==> src/rtl/csr_exec_unit.sv <==
// csr_exec_unit: EX-stage CSRRW/RS/RC(+I) execute with a one-entry EX/WB result register.
// Old CSR value is locally forwarded from the held result so a stalled WB never exposes stale data.
module csr_exec_unit #(
   parameter int CSR_ADDR_WIDTH = 12,
   parameter int XLEN = 32
) (
   input  logic                      clk_in,
   input  logic                      reset_in,
   input  logic                      valid_in,
   output logic                      ready_out,
   input  logic [2:0]                op_in,
   input  logic [CSR_ADDR_WIDTH-1:0] csr_addr_in,
   input  logic [4:0]                rs1_idx_in,
   input  logic [XLEN-1:0]           rs1_data_in,
   input  logic [4:0]                rd_idx_in,
   output logic [CSR_ADDR_WIDTH-1:0] raddr_out,
   input  logic [XLEN-1:0]           rdata_in,
   input  logic                      flush_in,
   output logic                      valid_out,
   input  logic                      ready_in,
   output logic [4:0]                rd_idx_out,
   output logic                      rd_we_out,
   output logic [XLEN-1:0]           rd_wdata_out,
   output logic [CSR_ADDR_WIDTH-1:0] csr_waddr_out,
   output logic [XLEN-1:0]           csr_wdata_out,
   output logic                      csr_we_out,
   output logic                      illegal_out,
   output logic                      instret_incr_out
);
   logic                      valid_q, valid_d, wr_q, wr_d, ill_q, ill_d, rd_we_q, rd_we_d;
   logic [4:0]                rd_idx_q, rd_idx_d;
   logic [XLEN-1:0]           rd_wdata_q, rd_wdata_d, csr_wdata_q, csr_wdata_d;
   logic [CSR_ADDR_WIDTH-1:0] waddr_q, waddr_d;
   logic [XLEN-1:0]           src, old, nv;
   logic                      wr_int, ill, accept;

   assign ready_out        = !valid_q || ready_in;
   assign raddr_out        = csr_addr_in;
   assign valid_out        = valid_q;
   assign rd_idx_out       = rd_idx_q;
   assign rd_we_out        = rd_we_q;
   assign rd_wdata_out     = rd_wdata_q;
   assign csr_waddr_out    = waddr_q;
   assign csr_wdata_out    = csr_wdata_q;
   assign illegal_out      = ill_q;
   assign csr_we_out       = valid_q && wr_q && ready_in && !flush_in;
   assign instret_incr_out = valid_q && ready_in && !flush_in && !ill_q;

   always_comb begin
      src         = op_in[2] ? XLEN'(rs1_idx_in) : rs1_data_in;
      wr_int      = (op_in[1:0] == 2'b01) || (rs1_idx_in != 5'd0);
      ill         = (op_in[1:0] == 2'b00) || (wr_int && csr_addr_in[CSR_ADDR_WIDTH-1 -: 2] == 2'b11);
      old         = (valid_q && wr_q && waddr_q == csr_addr_in) ? csr_wdata_q : rdata_in;
      nv          = (op_in[1:0] == 2'b01) ? src : (op_in[1:0] == 2'b10) ? (old | src) : (old & ~src);
      accept      = valid_in && ready_out && !flush_in;
      valid_d     = accept || (valid_q && !ready_in && !flush_in);
      // Illegal results are captured with every side effect suppressed.
      wr_d        = accept ? (wr_int && !ill) : wr_q;
      ill_d       = accept ? ill : ill_q;
      rd_we_d     = accept ? (!ill && rd_idx_in != 5'd0) : rd_we_q;
      rd_idx_d    = accept ? rd_idx_in : rd_idx_q;
      rd_wdata_d  = accept ? (ill ? '0 : old) : rd_wdata_q;
      csr_wdata_d = accept ? (ill ? '0 : nv) : csr_wdata_q;
      waddr_d     = accept ? csr_addr_in : waddr_q;
   end

   always_ff @(posedge clk_in or posedge reset_in) begin
      if (reset_in) begin
         valid_q     <= 1'b0;
         wr_q        <= 1'b0;
         ill_q       <= 1'b0;
         rd_we_q     <= 1'b0;
         rd_idx_q    <= '0;
         rd_wdata_q  <= '0;
         csr_wdata_q <= '0;
         waddr_q     <= '0;
      end else begin
         valid_q     <= valid_d;
         wr_q        <= wr_d;
         ill_q       <= ill_d;
         rd_we_q     <= rd_we_d;
         rd_idx_q    <= rd_idx_d;
         rd_wdata_q  <= rd_wdata_d;
         csr_wdata_q <= csr_wdata_d;
         waddr_q     <= waddr_d;
      end
   end
endmodule

==> config.mk <==
export PLATFORM = sky130hd
export DESIGN_NAME = csr_exec_unit
export DESIGN_NICKNAME = d
export VERILOG_FILES = /design/src/rtl/csr_exec_unit.sv
export SDC_FILE = /design/constraint.sdc
export NUM_CORES = 1
export LEC_CHECK = 0
export CAP_MARGIN = 0
export CORE_MARGIN = 4
export CORE_UTILIZATION = 43
export DETAILED_ROUTE_END_ITERATION = 6
export HOLD_SLACK_MARGIN = 0.12
export PLACE_DENSITY = 0.79
export SYNTH_ARGS = -nofsm -noshare
export SYNTH_HDL_FRONTEND = slang
export SYNTH_SLANG_ARGS = --single-unit
==> constraint.sdc <==
create_clock -name clk_in -period 4 [get_ports clk_in]
set_input_delay 0.8 -clock clk_in [delete_from_list [all_inputs] [get_ports clk_in]]
set_output_delay 0.8 -clock clk_in [all_outputs]
set_load 0.01 [all_outputs]
* After elaboration in Yosys (flattened, before gate mapping)
Cells that the tools add are included.
W data, S select, Z words.
** Storage, ports and cells
- Register bits after elaboration :: 85
** Operators by class
- Reductions and logical operators :: 26
- Eq/ne operators :: 4
- Muxes and demuxes :: 6
- Bitwise logic cells :: 3
** Operators with widths (number)
- $mux W32 :: 6
- $and A32 B32 Y32 :: 1
- $not A32 Y32 :: 1
- $or A32 B32 Y32 :: 1
- $logic_and A1 B1 Y1 :: 14
- $eq A12 B12 Y1 :: 1
- $reduce_bool A5 Y1 :: 2
- $logic_not A1 Y1 :: 5
- $eq A2 B2 Y1 const B :: 2
- $logic_or A1 B1 Y1 :: 4
- $eq A2 B1 Y1 const B :: 1
- $logic_not A2 Y1 :: 1

* Depth between registers and ports, before layout
- Depth in word-level cells :: 7
- Mapped depth :: 8
- Gate-level depth less buffers :: 5

* Least setup slack after synthesis
OpenSTA, ideal clock, no wires.
- Path type :: input-to-reg
- Start point :: input csr_addr_in[1]
- End point :: register csr_wdata_q[31] (netlist: csr_wdata_out[31])
- Setup time :: 0.122 ns
- Stages :: 6
- Data arrival time :: 2.189 ns
- Path buffers :: 1
- Setup slack :: 1.689 ns
- Cell sequence :: xnor2_1 > nand4_1 > or4_1 > buf_2 > a22o_1 > a32o_1
** On the way
- Cells in the longest elaborated chain, start to end :: 7
** Ends and longest elaborated chain
- from (decl) :: RTL line 12 : input logic [CSR_ADDR_WIDTH-1:0] csr_addr_in,
- $eq A12 B12 Y1 * :: RTL line 53 : old = (valid_q && wr_q && waddr_q == csr_addr_in) ? csr_wdata_q : rdata_in;
- $logic_and A1 B1 Y1 * :: RTL line 53
- $mux W32 * :: RTL line 53
- $and A32 B32 Y32 or $or A32 B32 Y32 (tied branches) :: RTL line 54 : nv = (op_in[1:0] == 2'b01) ? src : (op_in[1:0] == 2'b10) ? (old | src) : (old & ~src);
- $mux W32 * (2 in series) :: RTL line 54
- $mux W32 * :: RTL line 63 : csr_wdata_d = accept ? (ill ? '0 : nv) : csr_wdata_q;
- to (signal assigned) :: RTL line 84 : csr_wdata_q <= csr_wdata_d;
- to (decl) :: RTL line 32 : logic [XLEN-1:0] rd_wdata_q, rd_wdata_d, csr_wdata_q, csr_wdata_d;
Every way passes the cells marked *; elsewhere a longest branch is shown, timed or not.
A chain may end at the register's enable or synchronous reset.

* Worst setup path in the final report
- Start point :: input flush_in
- End point :: output instret_incr_out
** On the way
- Cells in the longest elaborated chain, start to end :: 3
** Ends and longest elaborated chain
- from (decl) :: RTL line 18 : input logic flush_in,
- $logic_not A1 Y1 :: RTL line 47 : assign instret_incr_out = valid_q && ready_in && !flush_in && !ill_q;
- $logic_and A1 B1 Y1 (2 in series) :: RTL line 47
- to (decl) :: RTL line 28 : output logic instret_incr_out
Every way passes these cells.

==> metrics.yaml <==
run_status:
  status: "finished clean"
global_routing:
  grt_pass1_vias: 5083
  grt_pass1_wl_um: 25800
  grt_util_all_layers_pct: 24.2
  grt_max_degree: 61
  antenna_found_initial: 1
  overflow: 0
synth:
  synth_enable_flop_cells: 0
  ys_ff_latch: 85
  ys_seq_area_share_pct: 42.7
  netlist_area_um2: 4980
  synth_common_cells: "nand2_1, dfrtp_1, xnor2_1"
  synth_most_common_cell: "nand2_1"
  synthArstFlopShare_pct: 100
  syn_area_per_cell_um2: 8.86
  yosysTopAreaCell: "dfrtp_1"
  netlist_instances: 562
  syn_nets: 656
  synthFlopType: "dfrtp_1"
  synthDominantCellAreaShare_pct: 42.7
  netlist_top_cells_area: "dfrtp_1, nand2_1, xnor2_1"
  synth_warnings: 0
  yosysUniqueCellTypes: 37
timing:
  fin_crit_sh_pct: 75.3
  worstMarginPinSlew_ns: 0.782
  maxSlewHeadroom_pct: 47.9
  finalHoldViolCount: 0
  setup_viol: 0
  clock_skew_ns: 0.00716
  rsz0062_at_grt: "false"
  slew_viol_final: 0
  max_freq_mhz: 332
  final.setup.tns_ns: 0
  post-route-min-period_ns: 3.01
routing:
  finalWirelength_um: 16000
  drtIter0Drc: 353
  route.detailed.drc: 0
  dr_total_vias: 4859
  via_per_inst: 5.59
  final_antenna_net_count: 0
  drtPass1Iterations: 5
  wl_per_cell_um: 18.4
power:
  swShare_pct: 28.6
  power.switching_uw: 794
  p_comb_share_pct: 28.7
  peakVddDrop_uv: 225
  power_frac_seq_pct: 39.4
  p_int_uw: 1990
  power_leakage_uw: 0.00315
  power_density_nw_per_um2: 386
  p_clk_share_pct: 31.9
placement:
  place_hpwl_um: 11200
  portBuffers: 192
  placedCellCount: 853
  routabilityCongestion: 0.833
floorplanning:
  die_w_um: 116
  initial_core_util_pct: 43.8
  io_pins: 193
  die_y_um: 116
  fp-row-count: 39
  core_um2: 11400
  die-area_um2: 13400
cts:
  clock_sinks: 85
  htree_num_levels: 3
  postCtsHoldBufs: 0
  root_buffer: "clkbuf_16"
  clk_latency_ns: 0.33
  cts_buffers: 9
  clockBufferDepth: 2
  cts_setup_buffers: 0
  cts_tree: "built"
  path_clk_slew_ns: 0.06
  ctsResizeCount: 0
critical_path:
  cp_max_fo: 5
  critPathMaxStageDelay_ns: 0.59
  crit_arrival_ns: 2.21
  path_class: "input port to output pin"
  cp-start-kind: "input port"
  worstPathRequired_ns: 3.20
  crit_top_cell: "clkdlybuf4s50_1"
  worstPathCellList: "clkdlybuf4s50_1 -> nor4bb_1 -> clkdlybuf4s50_1"
  cp-end-kind: "output pin"
  cp_slowest_cell: "clkdlybuf4s50_1"
worst_hold_path:
  hp-class: "register to register"
job:
  max_cap_viol_count: 0
final_layout:
  area_growth_pct: 44.8
  drive_above_1_share_pct: 5.92
  nets: 815
  antennaDiodeCount: 0
  final_cells: 869
==> placed cells by master, fill, tap and decap left out, types with 6 or more instances in the layout <==
| master | instances |
|---|---|
| mux2i_1 | 32 |
| a21oi_1 | 27 |
| nand2_1 | 153 |
| nand3b_1 | 23 |
| clkdlybuf4s50_1 | 191 |
| nand4_1 | 7 |
| inv_1 | 6 |
| clkbuf_16 | 9 |
| o211ai_1 | 27 |
| buf_4 | 12 |
| nand3_1 | 11 |
| a2bb2oi_1 | 22 |
| o21ai_0 | 34 |
| dfrtp_1 | 85 |
| xnor2_1 | 40 |
==> registers in the layout, summed over array words and instances, names as in the netlist <==
signal / cells
csr_wdata_out: 32
rd_wdata_out: 32
csr_waddr_out: 12
rd_idx_out: 5
illegal_out: 1
rd_we_out: 1
valid_out: 1
wr_q: 1
==> kinds of logic (layout without fill, tap and decap cells) <==
group                     count (synthesis)  in the layout  share of synthesized area (%)
xor gates and xnor gates                 41             41                           7.21
AOI/OAI and AO/OA                       124            124                           16.5
DFF                                      85             85                           42.7
buffers and inverters                    64            228                           6.56
muxes                                    37             37                           7.56
and+or+nand+nor                         211            211                           19.4
==> routing by layer <==
| layer | up-vias | wire length [um] | global-route usage [%] |
|---|---|---|---|
| li1 | 2260 | - | - |
| met1 | 2372 | 6310 | 29.8 |
| met2 | 193 | 8340 | 42.5 |
| met3 | 32 | 947 | 3.24 |
| met4 | 2 | 399 | 10.8 |
| met5 | - | 13 | 0 |
==> worst paths after layout <==
kind | from | to | slack (ns) | depth (start not counted)
max in group asynchronous | reset_in | csr_wdata_out[9]$_DFFE_PP0P_ | 2.41 | 3
max reg2reg | csr_waddr_out[11]$_DFFE_PP0P_ | csr_wdata_out[31]$_DFFE_PP0P_ | 1.59 | 6
min | rd_wdata_out[9]$_DFFE_PP0P_ | rd_wdata_out[9]$_DFFE_PP0P_ | 0.48 | 2
min reg2reg | rd_wdata_out[9]$_DFFE_PP0P_ | rd_wdata_out[9]$_DFFE_PP0P_ | 0.48 | 2
min in group asynchronous | reset_in | csr_wdata_out[28]$_DFFE_PP0P_ | 0.87 | 2
max | flush_in | instret_incr_out | 0.99 | 3
==> area by class of cell <==
type | count | area, um2
Clock buffer | 9 | 225
Clock inverter | 7 | 90.1
Fill cell | 998 | 4160
Inverter | 7 | 27.5
Multi-Input combinational cell | 413 | 2530
Sequential cell | 85 | 2130
Tap cell | 143 | 179
Timing Repair Buffer | 205 | 2030
==> power by group through the flow <==
stage          Clock [uW]  Sequential (uW)  Combinational [uW]
3_5_place_dp            0             1110                 803
5_1_grt               943             1110                 865
4_1_cts               906             1100                 808
3_3_place_gp            0             1100                 784
6_report              886             1100                 799
2_1_floorplan           0             1150                 293
==> critical path: cells and delay by family <==
kind / cells / cell delay [ns]
AND/OR/NAND/NOR: 1 / 0.32
buffers and inverters: 2 / 1.09
==> per-stage QoR <==
stage	cell area [um2]	total power, uW	setup slack [ns]	hold WS (ns)	util [%]
2_1_floorplan	4980	1440	1.01	0.464	-
4_1_cts	7210	2810	0.996	0.484	63.4
6_report	7210	2780	0.986	0.477	63.4
3_3_place_gp	6900	1880	0.756	0.460	60.6
3_5_place_dp	6900	1910	0.663	0.470	60.6
5_1_grt	7210	2920	0.923	0.494	63.4
Note: power is estimated with default switching activity, not from simulation.
